File: src/rtl/mips_multicycle_ctrl.sv
// Multicycle MIPS control unit: Moore FSM that sequences the shared memory/ALU datapath.
// A memory-ready handshake stalls FETCH, MEMRD and MEMWR so that one unified memory can serve every access.
module mips_multicycle_ctrl (
  input  logic       clk,
  input  logic       rst,
  input  logic [5:0] opcode,
  input  logic [5:0] funct,
  input  logic       zero,
  input  logic       mem_ready,
  output logic       mem_req,
  output logic       mem_write,
  output logic       iord,
  output logic       ir_write,
  output logic       pc_write,
  output logic       reg_dst,
  output logic       mem_to_reg,
  output logic       reg_write,
  output logic       alu_src_a,
  output logic [1:0] alu_src_b,
  output logic [1:0] pc_src,
  output logic [2:0] alucontrol,
  output logic       retire,
  output logic       illegal,
  output logic [3:0] state
);

  // state  | meaning
  // FETCH  | read instr at PC, PC+4 -> PC when memory is ready
  // DECODE | read registers, branch target -> ALUOut
  // MEMADR | effective address for lw/sw
  // MEMRD  | load data read
  // MEMWB  | load data -> rt
  // MEMWR  | store data write
  // EXEC   | R-type ALU operation
  // ALUWB  | ALUOut -> rd
  // BRANCH | beq compare and conditional PC update
  // ADDIEX | rs + immediate
  // ADDIWB | ALUOut -> rt
  // JUMP   | jump target -> PC
  typedef enum logic [3:0] {
    FETCH  = 4'd0,
    DECODE = 4'd1,
    MEMADR = 4'd2,
    MEMRD  = 4'd3,
    MEMWB  = 4'd4,
    MEMWR  = 4'd5,
    EXEC   = 4'd6,
    ALUWB  = 4'd7,
    BRANCH = 4'd8,
    ADDIEX = 4'd9,
    ADDIWB = 4'd10,
    JUMP   = 4'd11
  } state_t;

  localparam logic [5:0] OP_RTYPE = 6'b000000;
  localparam logic [5:0] OP_LW    = 6'b100011;
  localparam logic [5:0] OP_SW    = 6'b101011;
  localparam logic [5:0] OP_BEQ   = 6'b000100;
  localparam logic [5:0] OP_ADDI  = 6'b001000;
  localparam logic [5:0] OP_J     = 6'b000010;

  state_t state_q, state_d;

  always_ff @(posedge clk or posedge rst) begin
    if (rst) state_q <= FETCH;
    else     state_q <= state_d;
  end

  assign state = state_q;

  always_comb begin
    state_d    = FETCH;
    mem_req    = 1'b0;
    mem_write  = 1'b0;
    iord       = 1'b0;
    ir_write   = 1'b0;
    pc_write   = 1'b0;
    reg_dst    = 1'b0;
    mem_to_reg = 1'b0;
    reg_write  = 1'b0;
    alu_src_a  = 1'b0;
    alu_src_b  = 2'b00;
    pc_src     = 2'b00;
    alucontrol = 3'b010;
    retire     = 1'b0;
    illegal    = 1'b0;
    case (state_q)
      FETCH: begin
        mem_req   = 1'b1;
        alu_src_b = 2'b01;
        ir_write  = mem_ready;
        pc_write  = mem_ready;
        state_d   = mem_ready ? DECODE : FETCH;
      end
      DECODE: begin
        alu_src_b = 2'b11;
        case (opcode)
          OP_LW, OP_SW: state_d = MEMADR;
          OP_RTYPE:     state_d = EXEC;
          OP_BEQ:       state_d = BRANCH;
          OP_ADDI:      state_d = ADDIEX;
          OP_J:         state_d = JUMP;
          default: begin
            illegal = 1'b1;
            retire  = 1'b1;
          end
        endcase
      end
      MEMADR: begin
        alu_src_a = 1'b1;
        alu_src_b = 2'b10;
        state_d   = (opcode == OP_SW) ? MEMWR : MEMRD;
      end
      MEMRD: begin
        mem_req = 1'b1;
        iord    = 1'b1;
        state_d = mem_ready ? MEMWB : MEMRD;
      end
      MEMWR: begin
        mem_req   = 1'b1;
        mem_write = 1'b1;
        iord      = 1'b1;
        retire    = mem_ready;
        state_d   = mem_ready ? FETCH : MEMWR;
      end
      MEMWB: begin
        reg_write  = 1'b1;
        mem_to_reg = 1'b1;
        retire     = 1'b1;
      end
      EXEC: begin
        alu_src_a = 1'b1;
        state_d   = ALUWB;
        case (funct)
          6'b100000: alucontrol = 3'b010;
          6'b100010: alucontrol = 3'b110;
          6'b100100: alucontrol = 3'b000;
          6'b100101: alucontrol = 3'b001;
          6'b101010: alucontrol = 3'b111;
          default:   illegal    = 1'b1;
        endcase
      end
      // An illegal funct still writes back, as the single-cycle core does.
      ALUWB: begin
        reg_write = 1'b1;
        reg_dst   = 1'b1;
        retire    = 1'b1;
      end
      BRANCH: begin
        alu_src_a  = 1'b1;
        alucontrol = 3'b110;
        pc_src     = 2'b01;
        pc_write   = zero;
        retire     = 1'b1;
      end
      ADDIEX: begin
        alu_src_a = 1'b1;
        alu_src_b = 2'b10;
        state_d   = ADDIWB;
      end
      ADDIWB: begin
        reg_write = 1'b1;
        retire    = 1'b1;
      end
      JUMP: begin
        pc_src   = 2'b10;
        pc_write = 1'b1;
        retire   = 1'b1;
      end
      default: ;
    endcase
  end

endmodule

File: config.mk
export PLATFORM = sky130hd
export DESIGN_NAME = mips_multicycle_ctrl
export DESIGN_NICKNAME = d
export VERILOG_FILES = /design/src/rtl/mips_multicycle_ctrl.sv
export SDC_FILE = /design/constraint.sdc
export NUM_CORES = 1
export LEC_CHECK = 0
export ABC_AREA = 1
export ABC_CLOCK_PERIOD_IN_PS = 1390
export BUFFER_PORTS_ARGS = -buffer_cell sky130_fd_sc_hd__buf_2
export CAP_MARGIN = 20
export CORE_MARGIN = 1
export CORE_UTILIZATION = 43
export CTS_BUF_LIST = sky130_fd_sc_hd__clkbuf_4 sky130_fd_sc_hd__clkbuf_8
export DETAILED_ROUTE_END_ITERATION = 6
export PLACE_DENSITY = 0.93
export SYNTH_ARGS = -nofsm -noshare
export SYNTH_HDL_FRONTEND = slang
export SYNTH_SLANG_ARGS = --single-unit
File: constraint.sdc
create_clock -name clk -period 1.39 [get_ports clk]
set_input_delay 0.0695 -clock clk [delete_from_list [all_inputs] [get_ports clk]]
set_output_delay 0.0695 -clock clk [all_outputs]
set_load 0.01 [all_outputs]
==> results of run 1 <==
cells by family after synthesis:
kind of cell / after synthesis / share of synthesized area, %
AND/OR/NAND/NOR: 80 / 60.2
buffers and inverters: 25 / 15.5
AO/OA/AOI/OAI: 8 / 7.83
flip-flops: 4 / 16.5
routing by layer:
layer	wire (um)	GRT usage, %	up-vias	share of wire, %
met1	895	32.0	421	40
met4	64	25.0	0	2.8
met5	0	0	-	0
li1	-	-	460	-
met2	1140	56.1	65	51
met3	146	7.95	10	6.5
power groups by stage:
stage               registers [mW]  logic [mW]  clock network [mW]
floorplan                    0.226       0.499                   0
global placement             0.211       0.794                   0
detailed placement           0.221       0.813                   0
CTS                          0.242       0.996               0.149
global route                 0.253        1.19               0.158
finish                       0.250        1.08               0.160
synthesized netlist by cell type, drive strengths merged:
cell / instances / area share (%)
nor2: 31 / 22
nand2: 29 / 19
inv: 25 / 15
nand3: 13 / 12
o21ai: 6 / 6.2
dfrtp: 4 / 16
nand4: 3 / 3.1
a21oi: 2 / 1.6
nor3: 2 / 1.6
nand3b: 1 / 1.2
or2: 1 / 1.0
area by class of cell:
type / count / area (um^2)
Clock buffer: 3 / 22.5
Fill cell: 97 / 317
Inverter: 25 / 98.8
Multi-Input combinational cell: 88 / 492
Sequential cell: 4 / 105
Tap cell: 15 / 18.8
Timing Repair Buffer: 45 / 248
worst min-delay path by stage:
stage / end / slack, ns / depth (start not counted)
after floorplan: state[0] / -0.16 / 1
after global routing: state[0] / 0.22 / 4
after global placement: state[0] / -0.06 / 2
final: state[0] / 0.20 / 4
after detailed placement: state[2] / -0.04 / 2
after CTS: state[0] / 0.20 / 4
critical path, cell delays in order (launching register included):
cell     delay, ns
dfrtp_2       0.48
inv_4         0.07
nand2_4       0.09
nor2_2        0.05
nor2_2        0.12
o21ai_2       0.08
nor2_2        0.10
nand2_1       0.07
buf_2         0.14
per-stage QoR:
step	setup slack (ns)	hold slack [ns]	cells
final	-0.125	0.203	180
after global routing	-0.180	0.219	180
after CTS	-0.0611	0.197	180
after detailed placement	0.112	-0.0430	169
after global placement	0.159	-0.0556	169
after floorplan	0.151	-0.164	117
repair_timing:
item,CTS,global route
buffers inserted,7,0
resized for setup,23,9
hold endpoints to repair,4,0
endpoints found under the setup margin,11,12
gates cloned,0,0
pin swaps,6,3
hold buffers,1,0
==> key figures, run 1 <==
Status
  – Status: complete, but fails checks
  – Failing checks: setup timing

Logic synthesis
  – Count of different cell masters after synthesis: 17
  – Synth warn: 0
  – Mapped cell area: about 610 um^2
  – Sequential-to-total area share from yosys stat: between 10% and 20%
  – Syn_nets: around 130
  – Flop and latch count out of synthesis: 4
  – Mapped Avg Cell Area: ~5.2 um^2
  – Mapped Cells: between 100 and 150

Setup path
  – CP endpoint kind: primary output
  – End of the critical path: retire
  – Reg2reg setup slack: roughly 0.13 ns
  – Critical Path RT: 1.32 ns
  – WS Path Type: register to primary output
  – Worst R2R Path Depth: 7
  – Worst-path fanout max: 5
  – Worst setup SP type: register
  – Critical Path AT: 1.45 ns
  – R2r startpoint: state[3]
  – Worst setup path start: state[3]
  – FF-to-FF End: state[0]

Pwr
  – Static leakage: 0.584 nW
  – Total Power: between 1 and 1.5 mW
  – Sw Share: 54.5%
  – Peak VDD IR: between 0.6 and 0.7 mV
  – Power Density: about 1500 nW/um^2
  – Sequential share of power: between 15 and 20%
  – Switching power: 815 uW
  – Clock group share of total power: between 10% and 20%
  – Logic pwr share: slightly above 70%
  – Internal: 680 uW

Floorplanning
  – I/O pin cnt: 38
  – Starting Density: 46.6%
  – Die ar.: 1570 um^2
  – Core area: 1300 um^2
  – Die H: between 30 and 40 um
  – Row count: 13
  – Die W: approximately 40 um

Place
  – Port Buffers: 37
  – Routability cong.: 0.820
  – Dpl hpwl: 1460 um
  – Placed Instance Area: roughly 810 um^2

GRT
  – All-layer global routing usage: 32.2%
  – First-pass GRT wire length: about 3400 um
  – Number of global-route vias before repair: 811
  – Antenna violations before repair: 0
  – Total global routing overflow: 0
  – Largest net degree at the start of global routing: 8

Finish
  – Area growth from synthesis to layout: 62.3%
  – Most frequent cells in the layout: buf_2, nand2_1, nor2_1, inv_1, nand3_1
  – Layout cells sized above 1: between 50% and 60%
  – ANT cells: 0
  – Commonest non-fill, non-tap cell in the layout: buf_2
  – Largest register FFs: 4
  – Finished Cell Area: around 980 um^2
  – Nets@finish: approximately 180
  – Final core occ: between 70% and 80%

CTS
  – Max clock buf depth: 2
  – Root Driver: clkbuf_4
  – # clock sinks: 4
  – Clk slew on worst S/H paths: about 0.05 ns
  – H-tree levels: 1
  – Skew-Pair Late Insertion Delay: between 0.2 and 0.3 ns
  – Num CTS Buffers: 3
  – TritonCTS clock tree: yes

Timing
  – Period minus WS final: roughly 1.5 ns
  – Setup TNS: -0.812 ns
  – RSZ-0062 raised after global routing: true
  – Final setup margin: -0.125 ns
  – Final hold violation count: 0
  – Final Cycle Share: 109%
  – Clock skew: between 0.01 and 0.015 ns
  – Final setup viols: 11
  – Max-slew violations: 0
  – Fmax: about 660 MHz
  – Slew @ Worst Pin: a little over 0.5 ns
  – Max_slew headroom: 65.2%

Job
  – Max-Cap Viols: 0

Min path
  – HP Class: primary input to register
  – Hold Startpoint: mem_ready

Routing
  – Avg WL per Cell: approximately 13 um
  – Drt via density: between 5 and 6
  – Final wirelength: 2250 um
  – Number of DRC markers in iteration 0: 48
  – Via Count: approximately 960
  – Residual DRC: 0
  – Detail Route Antenna Nets: 0
  – First-pass DRT Iterations: 4
(Power assumes the default switching activity.)
==> run 2, diff against run 1 <==
Settings changed: CORE_ASPECT_RATIO set to 0.9, CORE_UTILIZATION 43 to 25, CTS_CLUSTER_SIZE set to 20, PLACE_DENSITY 0.93 to 0.64.
==> key figures, run 2 (synthesis results as in run 1) <==
Status
  – Status: complete, but fails checks
  – Failing checks: setup timing

Setup path
  – Worst R2R Path Depth: 8 (+1)
  – Critical Path RT: 1.32 ns (about the same)
  – Worst setup SP type: register
  – R2r startpoint: state[1]
  – WS Path Type: register to primary output
  – Critical Path AT: 1.40 ns (-0.05 ns)
  – FF-to-FF End: state[1]
  – Worst setup path start: state[3]
  – Reg2reg setup slack: 0.12 ns (about the same)
  – End of the critical path: retire
  – Worst-path fanout max: 4 (-1)
  – CP endpoint kind: primary output

Routing
  – Residual DRC: 0 (unchanged)
  – First-pass DRT Iterations: 4 (unchanged)
  – Number of DRC markers in iteration 0: 4 (-92%)
  – Drt via density: 4.52 (-15%)
  – Avg WL per Cell: 10.1 um (-19%)
  – Via Count: 886 (-7.3%)
  – Detail Route Antenna Nets: 0 (unchanged)
  – Final wirelength: 1980 um (-12%)

Pwr
  – Sequential share of power: 15.6% (-1.2 points)
  – Sw Share: 52.0% (-2.5 points)
  – Peak VDD IR: 0.968 mV (+43%)
  – Total Power: 1.52 mW (+1.4%)
  – Switching power: 788 uW (-3.3%)
  – Clock group share of total power: 9.5% (-1.2 points)
  – Static leakage: 0.619 nW (+5.9%)
  – Internal: 728 uW (+7.0%)
  – Power Density: 1430 nW/um^2 (-5.7%)
  – Logic pwr share: 74.9% (+2.3 points)

Finish
  – Post-route insts no fill: 196 (+8.9%)
  – ANT cells: 0 (unchanged)
  – Area growth from synthesis to layout: 74.4%
  – Final core occ: 47.2% (-28 points)
  – Layout cells sized above 1: 55.6% (+2.3 points)
  – Largest register FFs: 4 (unchanged)
  – Nets@finish: 187 (+2.2%)
  – Most frequent cells in the layout: buf_2, nand2_1, nor2_1, inv_1
  – Commonest non-fill, non-tap cell in the layout: buf_2
  – Finished Cell Area: 1060 um^2 (+7.5%)

Place
  – Pre-CTS WS: 0.116 ns (+0.00434 ns)
  – Routability cong.: 0.794 (-3.2%)
  – Placed instance count: 181 (+7.1%)
  – Dpl hpwl: 1480 um (+1.4%)
  – Port Buffers: 37 (unchanged)
  – Placed Instance Area: 826 um^2 (+1.9%)

GRT
  – Largest net degree at the start of global routing: 7 (-1)
  – All-layer global routing usage: 15.5% (-17 points)
  – Total global routing overflow: 0 (unchanged)
  – Antenna violations before repair: 0 (unchanged)
  – Number of global-route vias before repair: 835 (+3.0%)
  – First-pass GRT wire length: 3110 um (-7.4%)

Floorplanning
  – Die ar.: 2630 um^2 (+68%)
  – Core area: 2240 um^2 (+72%)
  – Starting Density: 27.1% (-20 points)
  – Die H: 48.7 um (+23%)
  – Die W: 53.9 um (+36%)
  – Row count: 16 (+3)
  – I/O pin cnt: 38 (unchanged)

Timing
  – Final setup viols: 9 (-2)
  – Period minus WS final: 1.47 ns (-0.0429 ns)
  – Clock skew: 0.00340 ns (-0.0103 ns)
  – Slew @ Worst Pin: 0.484 ns (-0.0337 ns)
  – Final hold violation count: 0 (unchanged)
  – Setup TNS: -0.305 ns (+0.507 ns)
  – RSZ-0062 raised after global routing: true
  – Min Hold Slack: 0.244 ns (+0.0409 ns)
  – Final setup margin: -0.0821 ns (+0.0429 ns)
  – Final Cycle Share: 106% (-3.1 points)
  – Fmax: 679 MHz (+2.9%)
  – Max_slew headroom: 67.5% (+2.3 points)
  – Max-slew violations: 0 (unchanged)

CTS
  – Skew-Pair Late Insertion Delay: 0.24 ns (about the same)
  – Num CTS Buffers: 3 (unchanged)
  – Root Driver: clkbuf_4
  – TritonCTS clock tree: yes
  – Clk slew on worst S/H paths: 0.04 ns (about the same)
  – # clock sinks: 4 (unchanged)
  – Max clock buf depth: 2 (unchanged)
  – H-tree levels: 1 (unchanged)

Job
  – Max-Cap Viols: 0 (unchanged)

Min path
  – HP Class: primary input to register
-- run 2: worst min path at each step --
stage / from / to / cells after the start
detailed placement: rst / state[2] / 2
floorplan: rst / state[0] / 1
finish: mem_ready / state[2] / 4
global placement: rst / state[2] / 2
global route: mem_ready / state[0] / 4
CTS: mem_ready / state[0] / 4
-- run 2: layout make-up --
cell class	count	area, um^2
well taps	27	33.8
multi-input cells	88	508
repair buffers	49	292
flip-flops and latches	4	104
inverters	25	98.8
fillers	238	1180
clock buffers	3	22.5
-- run 2: power groups by stage --
stage	sequential, mW	clock, mW	combinational, mW
floorplan	0.226	0	0.499
global placement	0.215	0	0.811
detailed placement	0.218	0	0.819
CTS	0.232	0.153	1.07
global route	0.242	0.162	1.25
finish	0.237	0.144	1.14
-- run 2: timing repair --
item | in CTS | in global routing
hold endpoints to repair | 4 | 0
buffers inserted | 10 | 1
pin swaps | 9 | 8
gates resized for setup | 29 | 10
endpoints found under the setup margin | 10 | 14
hold buffers | 1 | 0
-- run 2: worst max-delay path: stages, from the launching register on --
cell	delay [ns]
dfrtp_2	0.46
inv_4	0.10
nand2_4	0.07
nor2_4	0.15
nand2_1	0.08
nand3_2	0.08
nor2_2	0.05
nand2_1	0.05
buf_2	0.12
-- run 2: routing by layer --
layer  part of all wire [%]  global-route usage [%]  vias up
met4                    1.6                    6.14        0
li1                       -                       -      462
met5                      0                       0        -
met1                     42                    16.7      388
met2                     52                    28.0       30
met3                    4.5                    3.14        6
==> run 3, diff against run 2 <==
Settings changed: TNS_END_PERCENT set to 5.
==> key figures, run 3 (synthesis results as in run 1) <==
Pwr
  – Sequential share of power: 15.6% (about the same)
  – Sw Share: 52.0% (+0.069 points)
  – Logic pwr share: 74.8% (about the same)
  – Clock group share of total power: 9.7% (+0.2 points)
  – Internal: 719 uW (-1.2%)
  – Power Density: 1440 nW/um^2 (+0.80%)
  – Switching power: 780 uW (-0.98%)
  – Static leakage: 0.610 nW (-1.4%)
  – Peak VDD IR: 0.939 mV (-3.0%)

Setup path
  – Worst setup SP type: register
  – Critical Path AT: 1.39 ns (about the same)
  – Worst-path fanout max: 3 (-1)
  – Crit path max-delay family: simple AND/OR/NAND/NOR gates
  – Worst R2R Path Depth: 8 (unchanged)
  – Reg2reg setup slack: 0.13 ns (about the same)
  – Critical-path cell list: inv_2 > nand2_4 > nor2_4 > nand2_1 > nand3_2 > nor2_2 > nand2_1 > buf_2
  – FF-to-FF End: state[2]
  – CP max stage delay: 0.40 ns (-0.06 ns)
  – Most used cell, CP: nand2_1
  – Worst path slowest cell: dfrtp_1
  – CP endpoint kind: primary output
  – R2r startpoint: state[1]
  – Critical Path RT: 1.32 ns (about the same)
  – CP bufs+invs: 2 (unchanged)
  – WS Path Type: register to primary output

CTS
  – Root Driver: clkbuf_4
  – # clock sinks: 4 (unchanged)
  – H-tree levels: 1 (unchanged)
  – Num CTS Buffers: 3 (unchanged)
  – Skew-Pair Late Insertion Delay: 0.24 ns (about the same)
  – TritonCTS clock tree: yes
  – Max clock buf depth: 2 (unchanged)
  – Clk slew on worst S/H paths: 0.04 ns (about the same)

Timing
  – Max-slew violations: 0 (unchanged)
  – Final Cycle Share: 105% (-0.76 points)
  – Setup TNS: -0.210 ns (+0.0956 ns)
  – Max_slew headroom: 71.1% (+3.6 points)
  – Final setup viols: 6 (-3)
  – Slew @ Worst Pin: 0.430 ns (-0.0539 ns)
  – Fmax: 684 MHz (+0.72%)
  – Period minus WS final: 1.46 ns (-0.0105 ns)
  – RSZ-0062 raised after global routing: true
  – Clock skew: 0.00339 ns (-0.00000874 ns)
  – Final hold violation count: 0 (unchanged)
  – Final setup margin: -0.0716 ns (+0.0105 ns)

Routing
  – Via Count: 886 (unchanged)
  – First-pass DRT Iterations: 4 (unchanged)
  – Drt via density: 4.54 (+0.51%)
  – Detail Route Antenna Nets: 0 (unchanged)
  – Residual DRC: 0 (unchanged)
  – Avg WL per Cell: 10.1 um (+0.61%)
  – Number of DRC markers in iteration 0: 11 (+7)
  – Final wirelength: 1980 um (+0.10%)

Floorplanning
  – Die W: 53.9 um (unchanged)
  – Row count: 16 (unchanged)
  – Die H: 48.7 um (unchanged)
  – Starting Density: 27.1% (unchanged)
  – Die ar.: 2630 um^2 (unchanged)
  – I/O pin cnt: 38 (unchanged)
  – Core area: 2240 um^2 (unchanged)

GRT
  – Met3 GRT Util: 3.14% (unchanged)
  – Number of global-route vias before repair: 832 (-0.36%)
  – Antenna violations before repair: 0 (unchanged)
  – Grt met1 use: 16.5% (-0.19 points)
  – Layer with the highest usage: met2
  – First-pass GRT wire length: 3090 um (-0.45%)
  – Largest net degree at the start of global routing: 7 (unchanged)
  – Total global routing overflow: 0 (unchanged)
  – Met2 Usage GRT: 28.0% (unchanged)
  – All-layer global routing usage: 15.4% (-0.062 points)

Min path
  – Hold Startpoint: mem_ready
  – HP Class: primary input to register
  – Hold Path Depth: 4 (unchanged)
  – Hold-critical path endpoint: state[2]

Job
  – Max-Cap Viols: 0 (unchanged)

Place
  – Pre-CTS WS: 0.116 ns (unchanged)
  – Port Buffers: 37 (unchanged)
  – Dpl hpwl: 1480 um (unchanged)
  – Placed Instance Area: 826 um^2 (unchanged)
  – Routability cong.: 0.794 (unchanged)

Status
  – Failing checks: setup timing
  – Status: complete, but fails checks

Finish
  – Finished Cell Area: 1040 um^2 (-1.9%)
  – Commonest non-fill, non-tap cell in the layout: buf_2
  – Largest register FFs: 4 (unchanged)
  – Area growth from synthesis to layout: 71.1%
  – Nets@finish: 186 (-0.53%)
  – Layout cells sized above 1: 54.2% (-1.5 points)
  – Most frequent cells in the layout: buf_2, nand2_1, nor2_1, inv_1
  – ANT cells: 0 (unchanged)
[run 3: cell count changes in the layout (fill, tap and decap cells not counted)]
cell | previous run | this run
buf_4 | 9 | 10
buf_6 | 3 | 1
nor2_2 | 8 | 6
nor2_1 | 17 | 19
[run 3: layer usage]
metal	routed length (um)	up-vias
li1	-	461
met1	824	385
met2	1020	36
met3	106	4
met4	22	0
met5	0	-
[run 3: area by class of cell]
class	instances	area (um^2)
Inverter	25	98.8
Sequential cell	4	104
Timing Repair Buffer	48	277
Clock buffer	3	22.5
Multi-Input combinational cell	88	503
Fill cell	243	1200
Tap cell	27	33.8
[run 3: power groups by stage]
stage          clock network (mW)  registers [mW]  logic (mW)
2_1_floorplan                   0           0.226       0.499
5_1_grt                     0.159           0.236        1.24
3_3_place_gp                    0           0.215       0.811
6_report                    0.145           0.233        1.12
4_1_cts                     0.153           0.232        1.07
3_5_place_dp                    0           0.218       0.819
[run 3: how the worst max path moves through the flow]
stage | start | end | cells after the start
floorplan | state[1] | retire | 7
global placement | state[2] | retire | 8
detailed placement | state[0] | retire | 8
CTS | state[0] | retire | 8
global route | state[2] | retire | 8
finish | state[1] | retire | 8
[run 3: timing repair]
| action | CTS | global route |
|---|---|---|
| hold endpoints to repair | 4 | 0 |
| hold buffers | 1 | 0 |
| setup endpoints to repair | 10 | 13 |
| gates cloned | 0 | 0 |
| buffers inserted | 9 | 1 |
| pin swaps | 10 | 8 |
| gates resized for setup | 29 | 7 |
[run 3: worst register-to-register path, stage by stage (launching register included)]
cell     delay (ns)
dfrtp_1        0.38
inv_2          0.10
nor2_4         0.15
nand3_4        0.11
buf_4          0.16
buf_4          0.13
o21ai_1        0.07
nor2_1         0.05
nand2_1        0.06
[run 3: stage by stage]
step                      cells  total power [mW]  util [%]  hold slack, ns
after floorplan             117             0.725         -          -0.164
after detailed placement    181              1.04      36.8         -0.0427
after global placement      181              1.03      36.8         -0.0490
after global routing        195              1.63      46.3           0.267
after CTS                   194              1.45      45.0           0.223
final                       195              1.50      46.3           0.241
